$ cat config.mk
export PLATFORM = sky130hd
export DESIGN_NAME = uart_tx_fifo
export DESIGN_NICKNAME = d
export VERILOG_FILES = /design/src/rtl/serial_pkg.sv /design/src/rtl/sync_fifo.sv /design/src/rtl/uart_tx_fifo.sv
export SDC_FILE = /design/constraint.sdc
export NUM_CORES = 1
export LEC_CHECK = 0
export CORE_UTILIZATION = 45
export CTS_CLUSTER_DIAMETER = 40
export CTS_CLUSTER_SIZE = 10
export DETAILED_ROUTE_END_ITERATION = 6
export MAX_ROUTING_LAYER = met4
export PLACE_DENSITY = 0.68
export SLEW_MARGIN = 10
export SYNTH_ARGS = -nofsm -noshare
export SYNTH_HDL_FRONTEND = slang
export SYNTH_HIERARCHICAL = 1
export SYNTH_SLANG_ARGS = --single-unit
$ cat constraint.sdc
create_clock -name clock -period 7.2 [get_ports clock]
set_input_delay 1.44 -clock clock [delete_from_list [all_inputs] [get_ports clock]]
set_output_delay 1.44 -clock clock [all_outputs]
set_load 0.005 [all_outputs]
$ cat src/rtl/serial_pkg.sv
// Shared definitions for the bus-mapped UART transmitter: FSM states,
// register offsets and STATUS bit positions.
package serial_pkg;

  typedef enum logic [2:0] {
    ST_IDLE   = 3'd0,
    ST_START  = 3'd1,
    ST_DATA   = 3'd2,
    ST_PARITY = 3'd3,
    ST_STOP   = 3'd4
  } state_e;

  localparam logic [31:0] REG_DATA     = 32'h0;
  localparam logic [31:0] REG_STATUS   = 32'h4;
  localparam int          REG_ADDR_BIT = 2;

  localparam int STAT_FULL      = 0;
  localparam int STAT_EMPTY     = 1;
  localparam int STAT_BUSY      = 2;
  localparam int STAT_OVF       = 3;
  localparam int STAT_COUNT_LSB = STAT_OVF + 1;

  function automatic logic [31:0] pack_status(input logic [4:0] count5,
                                              input logic       ovf,
                                              input logic       busy,
                                              input logic       empty,
                                              input logic       full);
    logic [31:0] s;
    s                        = '0;
    s[STAT_FULL]             = full;
    s[STAT_EMPTY]            = empty;
    s[STAT_BUSY]             = busy;
    s[STAT_OVF]              = ovf;
    s[STAT_COUNT_LSB +: 5]   = count5;
    return s;
  endfunction

endpackage

$ cat src/rtl/sync_fifo.sv
// Single-clock FIFO with combinational head (no read latency). Pointers carry
// one extra wrap bit so full and empty are distinguishable without a counter.
module sync_fifo #(
  parameter int WIDTH = 8,
  parameter int DEPTH = 16
) (
  input  logic                     clk,
  input  logic                     rst_n,
  input  logic                     push_i,
  input  logic                     pop_i,
  input  logic [WIDTH-1:0]         wdata_i,
  output logic [WIDTH-1:0]         rdata_o,
  output logic                     full_o,
  output logic                     empty_o,
  output logic [$clog2(DEPTH):0]   count_o
);

  localparam int AW = $clog2(DEPTH);

  logic [WIDTH-1:0] mem_q [DEPTH];
  logic [AW:0]      wptr_q, rptr_q;
  logic             do_push, do_pop;

  assign full_o  = (wptr_q[AW] != rptr_q[AW]) && (wptr_q[AW-1:0] == rptr_q[AW-1:0]);
  assign empty_o = (wptr_q == rptr_q);
  assign count_o = wptr_q - rptr_q;
  assign rdata_o = mem_q[rptr_q[AW-1:0]];

  assign do_push = push_i & ~full_o;
  assign do_pop  = pop_i & ~empty_o;

  // NOTE: storage has no reset; the pointers alone define which entries are valid.
  always_ff @(posedge clk) begin
    if (do_push) begin
      mem_q[wptr_q[AW-1:0]] <= wdata_i;
    end
  end

  always_ff @(posedge clk or negedge rst_n) begin
    if (!rst_n) begin
      wptr_q <= '0;
      rptr_q <= '0;
    end else begin
      if (do_push) wptr_q <= wptr_q + 1'b1;
      if (do_pop)  rptr_q <= rptr_q + 1'b1;
    end
  end

endmodule

$ cat src/rtl/uart_tx_fifo.sv
// Bus-mapped UART transmitter: DATA pushes bytes into a FIFO, STATUS reports
// count/ovf/busy/empty/full. Define SERIAL_PARITY_EN for 8E1 frames (default 8N1).
module uart_tx_fifo
  import serial_pkg::*;
#(
  parameter int CLK_HZ = 50000000,
  parameter int BAUD   = 115200,
  parameter int DEPTH  = 16
) (
  input  logic        clock,
  input  logic        clrn,
  input  logic        sel,
  input  logic        we,
  input  logic        re,
  input  logic [31:0] addr,
  input  logic [31:0] din,
  output logic [31:0] dout,
  output logic        tx
);

  localparam int DIV = CLK_HZ / BAUD;
  localparam int CW  = $clog2(DIV);
  localparam int PW  = $clog2(DEPTH) + 1;
  localparam logic [CW-1:0] BAUD_LAST = CW'(DIV - 1);

  state_e        state_q, state_d;
  logic [CW-1:0] baud_q, baud_d;
  logic [2:0]    bit_q, bit_d;
  logic [7:0]    shift_q, shift_d;
  logic          tx_q, tx_d;
  logic          ovf_q, ovf_d;
`ifdef SERIAL_PARITY_EN
  logic          parity_q, parity_d;
`endif

  logic          wr_data, rd_status, pop, full, empty, baud_end;
  logic [7:0]    head;
  logic [PW-1:0] count;
  logic [31:0]   count_w;
  logic [4:0]    count5;
  logic          unused_bits;

  assign wr_data     = sel & we & ~addr[REG_ADDR_BIT];
  assign rd_status   = sel & re & addr[REG_ADDR_BIT];
  assign unused_bits = ^{addr[31:3], addr[1:0], din[31:8]};

  sync_fifo #(
    .WIDTH (8),
    .DEPTH (DEPTH)
  ) u_fifo (
    .clk     (clock),
    .rst_n   (clrn),
    .push_i  (wr_data),
    .pop_i   (pop),
    .wdata_i (din[7:0]),
    .rdata_o (head),
    .full_o  (full),
    .empty_o (empty),
    .count_o (count)
  );

  // A rejected push and a STATUS read on the same edge leave ovf set.
  always_comb begin
    ovf_d = ovf_q;
    if (rd_status)       ovf_d = 1'b0;
    if (wr_data && full) ovf_d = 1'b1;
  end

  assign baud_end = (baud_q == BAUD_LAST);

  // NOTE: every always_comb output gets a default first so no path infers a latch.
  always_comb begin
    state_d = state_q;
    baud_d  = baud_q;
    bit_d   = bit_q;
    shift_d = shift_q;
    pop     = 1'b0;
    case (state_q)
      ST_IDLE: begin
        if (!empty) begin
          pop     = 1'b1;
          shift_d = head;
          baud_d  = '0;
          state_d = ST_START;
        end
      end
      ST_START: begin
        if (baud_end) begin
          baud_d  = '0;
          bit_d   = '0;
          state_d = ST_DATA;
        end else begin
          baud_d = baud_q + 1'b1;
        end
      end
      ST_DATA: begin
        if (baud_end) begin
          baud_d  = '0;
          shift_d = {1'b0, shift_q[7:1]};
          if (bit_q == 3'd7) begin
`ifdef SERIAL_PARITY_EN
            state_d = ST_PARITY;
`else
            state_d = ST_STOP;
`endif
          end else begin
            bit_d = bit_q + 3'd1;
          end
        end else begin
          baud_d = baud_q + 1'b1;
        end
      end
`ifdef SERIAL_PARITY_EN
      ST_PARITY: begin
        if (baud_end) begin
          baud_d  = '0;
          state_d = ST_STOP;
        end else begin
          baud_d = baud_q + 1'b1;
        end
      end
`endif
      ST_STOP: begin
        if (baud_end) begin
          baud_d  = '0;
          state_d = ST_IDLE;
        end else begin
          baud_d = baud_q + 1'b1;
        end
      end
      default: begin
        baud_d  = '0;
        state_d = ST_IDLE;
      end
    endcase
  end

`ifdef SERIAL_PARITY_EN
  // Parity is taken from the whole byte at pop time, before shifting consumes it.
  assign parity_d = pop ? ^head : parity_q;
`endif

  // tx is registered from the next state, so the line changes on the state edge.
  always_comb begin
    tx_d = 1'b1;
    case (state_d)
      ST_START:  tx_d = 1'b0;
      ST_DATA:   tx_d = shift_d[0];
`ifdef SERIAL_PARITY_EN
      ST_PARITY: tx_d = parity_d;
`endif
      default:   tx_d = 1'b1;
    endcase
  end

  // NOTE: sequential state uses non-blocking assignments so all registers update together.
  always_ff @(posedge clock or negedge clrn) begin
    if (!clrn) begin
      state_q  <= ST_IDLE;
      baud_q   <= '0;
      bit_q    <= '0;
      shift_q  <= '0;
      tx_q     <= 1'b1;
      ovf_q    <= 1'b0;
`ifdef SERIAL_PARITY_EN
      parity_q <= 1'b0;
`endif
    end else begin
      state_q  <= state_d;
      baud_q   <= baud_d;
      bit_q    <= bit_d;
      shift_q  <= shift_d;
      tx_q     <= tx_d;
      ovf_q    <= ovf_d;
`ifdef SERIAL_PARITY_EN
      parity_q <= parity_d;
`endif
    end
  end

  assign tx      = tx_q;
  assign count_w = 32'(count);
  assign count5  = (count_w > 32'd31) ? 5'd31 : count_w[4:0];

  always_comb begin
    dout = 32'd0;
    if (addr[REG_ADDR_BIT]) begin
      dout = pack_status(count5, ovf_q, state_q != ST_IDLE, empty, full);
    end
  end

endmodule

==> results.ini <==
[setup_path]
cp.arrival_ns = 3.22
critPathMaxStageDelay_ns = 0.62
start_kind = register
path_buf_inv = 3
crit_family = buffers and inverters
setup.worst_path.end_class = primary output
crit_type = reg2out
worstPathRequired_ns = 5.76
cp_max_fo = 44
critical-path-slowest-cell = buf_4
path_cells = buf_4, ha_1, inv_1, fa_1, a21o_1, a21oi_1, xnor2_1, and2_1, clkdlybuf4s50_1

[power]
leakage_nw = 3.05
ir_drop_mv = 0.228
power_density_nw_per_um2 = 273

[drt]
via_per_inst = 5.51
drt_iter0_markers = 348
ant_nets = 0
wl_per_cell_um = 19.6
routed_wl_um = 14000
drt_first_pass_iters = 5
via_count = 3934
drc = 0

[yosys]
async_flop_share_pct = 21.5
synthCells = 460
synthTopCellsByCount = edfxtp_1, dfrtp_1, buf_4, mux2i_1, and2_1
ys_types = 63
yosysTopAreaCellShare_pct = 52.3
syn_area_sq_um = 7350
avgSynthCellArea_sq_um = 16.0
synth_enable_flop_cells = 128
yosysWarnings = 6
yosysMostFrequentCell = edfxtp_1
ys_seq_area_share_pct = 64.2
synth_top_area_cell = edfxtp_1
ys.flop_type = edfxtp_1
synth_seq_cells = 163
synth.area.top_cells = edfxtp_1, dfrtp_1, mux4_2

[cts]
cts_htree_levels = 4
cts_sinks = 163
hold_buffers = 0
clock_path_buffers = 2
cts_buffers = 17
clock-root-buffer = clkbuf_16
cts_tree = built
clk_latency_ns = 0.42
cts_resized = 0
cts_setup_buffers = 0
cts.clk_slew.worst_paths_ns = 0.06

[timing]
min_period_ns = 4.66
setup_slack_ns = 2.54
worst_pin_slew_ns = 0.800
rsz0062_at_grt = no
maxSlewViolCount = 0
fin_crit_sh_pct = 64.8
fin_hold_ws_ns = 0.478
finalSetupViolations = 0
slew_headroom_pct = 46.7
finalHoldViolCount = 0
setup_tns_ns = 0
skew_ns = 0.00996
clock.fmax_ghz = 0.214

[floorplan]
die_w_um = 130
chipHeight_um = 130
die_area_sq_um = 16900
num_io_pins = 102
core-area_sq_um = 15900
start_util_pct = 46.1
rows = 46

[global_routing]
grt_pass1_wl_um = 21800
grt_max_degree = 45
grt_usage_pct = 18.8
grt_overflow = 0
grt_pass1_vias = 3899
antenna_found_initial = 0

[status]
status = complete, no violations

[worst_hold_path]
worstHoldPathType = reg2reg

[finish]
fin_nets = 568
diodes = 0
layout-area-overhead-vs-synth_pct = 12.0
drive_gt1_share_pct = 13.7
fillers = 1332

[placement]
place_hpwl_um = 8810
place.gp.congestion = 0.773
detailedPlace.worstSlack_ns = 2.91
io_buffers = 23

[flow_run]
cap_violations = 0

## placed cells by master, fill, tap and decap left out, types with 8 or more instances in the layout
master,synthesis,layout
nand2_1,14,14
mux4_1,10,10
conb_1,1,23
mux4_2,14,14
a21o_1,10,10
mux2i_1,24,24
buf_4,25,8
nor2_1,10,10
xor2_1,9,9
clkdlybuf4s50_1,0,23
clkbuf_16,0,17
xnor2_1,9,9
nand4_1,8,8
o21ai_1,11,11
and2_1,18,18
a221oi_1,8,8
o21ai_0,17,17
dfrtp_1,34,33
and3_1,10,10
inv_1,10,10
ha_1,13,13
edfxtp_1,128,128
## worst register-to-register path, cell delays in order, from the launching register on
cell      delay, ns
dfrtp_1        0.66
inv_1          0.32
ha_1           0.42
and4_1         0.21
and2_1         0.20
or4_4          0.46
clkinv_2       0.17
a21boi_1       0.47
nand3_1        0.16
xnor2_1        0.18
## power breakdown
part	switching [mW]	internal, mW	leakage (nW)
registers	0.0343	1.05	1.59
clock network	0.380	0.556	0.303
logic	0.113	0.112	1.16
## metrics by stage
stage | util [%] | area, sq um | total power [mW] | cells
2_1_floorplan | - | 7430 | 1.24 | 482
3_3_place_gp | 47.8 | 7620 | 1.32 | 682
6_report | 51.6 | 8230 | 2.25 | 714
5_1_grt | 51.6 | 8230 | 2.33 | 714
4_1_cts | 51.6 | 8230 | 2.27 | 714
3_5_place_dp | 47.8 | 7620 | 1.33 | 682
## metal layers
layer	vias up	track usage [%]	part of all wire [%]
li1	1788	-	-
met1	2014	24.5	46
met2	124	29.7	48
met3	8	4.72	5.4
met4	0	4.58	0.66
met5	-	-	0
## path summary, 6_finish.rpt
path                                       start                to  slack (ns)  cells after the start
worst min-delay path                  shift_q[2]        shift_q[2]        0.48                      1
worst max register to register  u_fifo/rptr_q[3]  u_fifo/rptr_q[3]        3.83                      9
worst max-delay path            u_fifo/rptr_q[0]           dout[8]        2.54                      9
min in group asynchronous                   clrn  u_fifo/wptr_q[2]        1.44                      2
worst min register to register        shift_q[2]        shift_q[2]        0.48                      1
max in group asynchronous                   clrn  u_fifo/rptr_q[0]        5.42                      2
## registers in the layout, summed over array words and instances, names as in the netlist
register,count
baud_q,9
state_q,3
shift_q,8
u_fifo/mem_q,128
u_fifo/wptr_q,5
bit_q,3
ovf_q,1
tx,1
u_fifo/rptr_q,5
## final cells by class
class                   count  area [sq um]  area share [%]
clock inverters            15           191            2.33
well taps                 216           270            3.28
flip-flops and latches    163          4720            57.4
inverters                  11          42.5           0.517
multi-input cells         261          2290            27.8
clock buffers              17           425            5.17
repair buffers             31           290            3.53
## cells by family (layout without fill, tap and decap cells)
logic type | count (synthesis) | after routing | synth area share [%]
flip-flops | 163 | 163 | 64.2
AND/OR/NAND/NOR | 87 | 87 | 7.35
AO/OA/AOI/OAI | 69 | 69 | 6.45
buffers and inverters | 58 | 74 | 5.75
multiplexers | 49 | 49 | 11.3
XOR/XNOR | 19 | 19 | 2.37
adder cells (fa/ha/maj) | 14 | 14 | 2.48
other | 1 | 23 | 0.0510
Power figures use the tool's default switching activity.
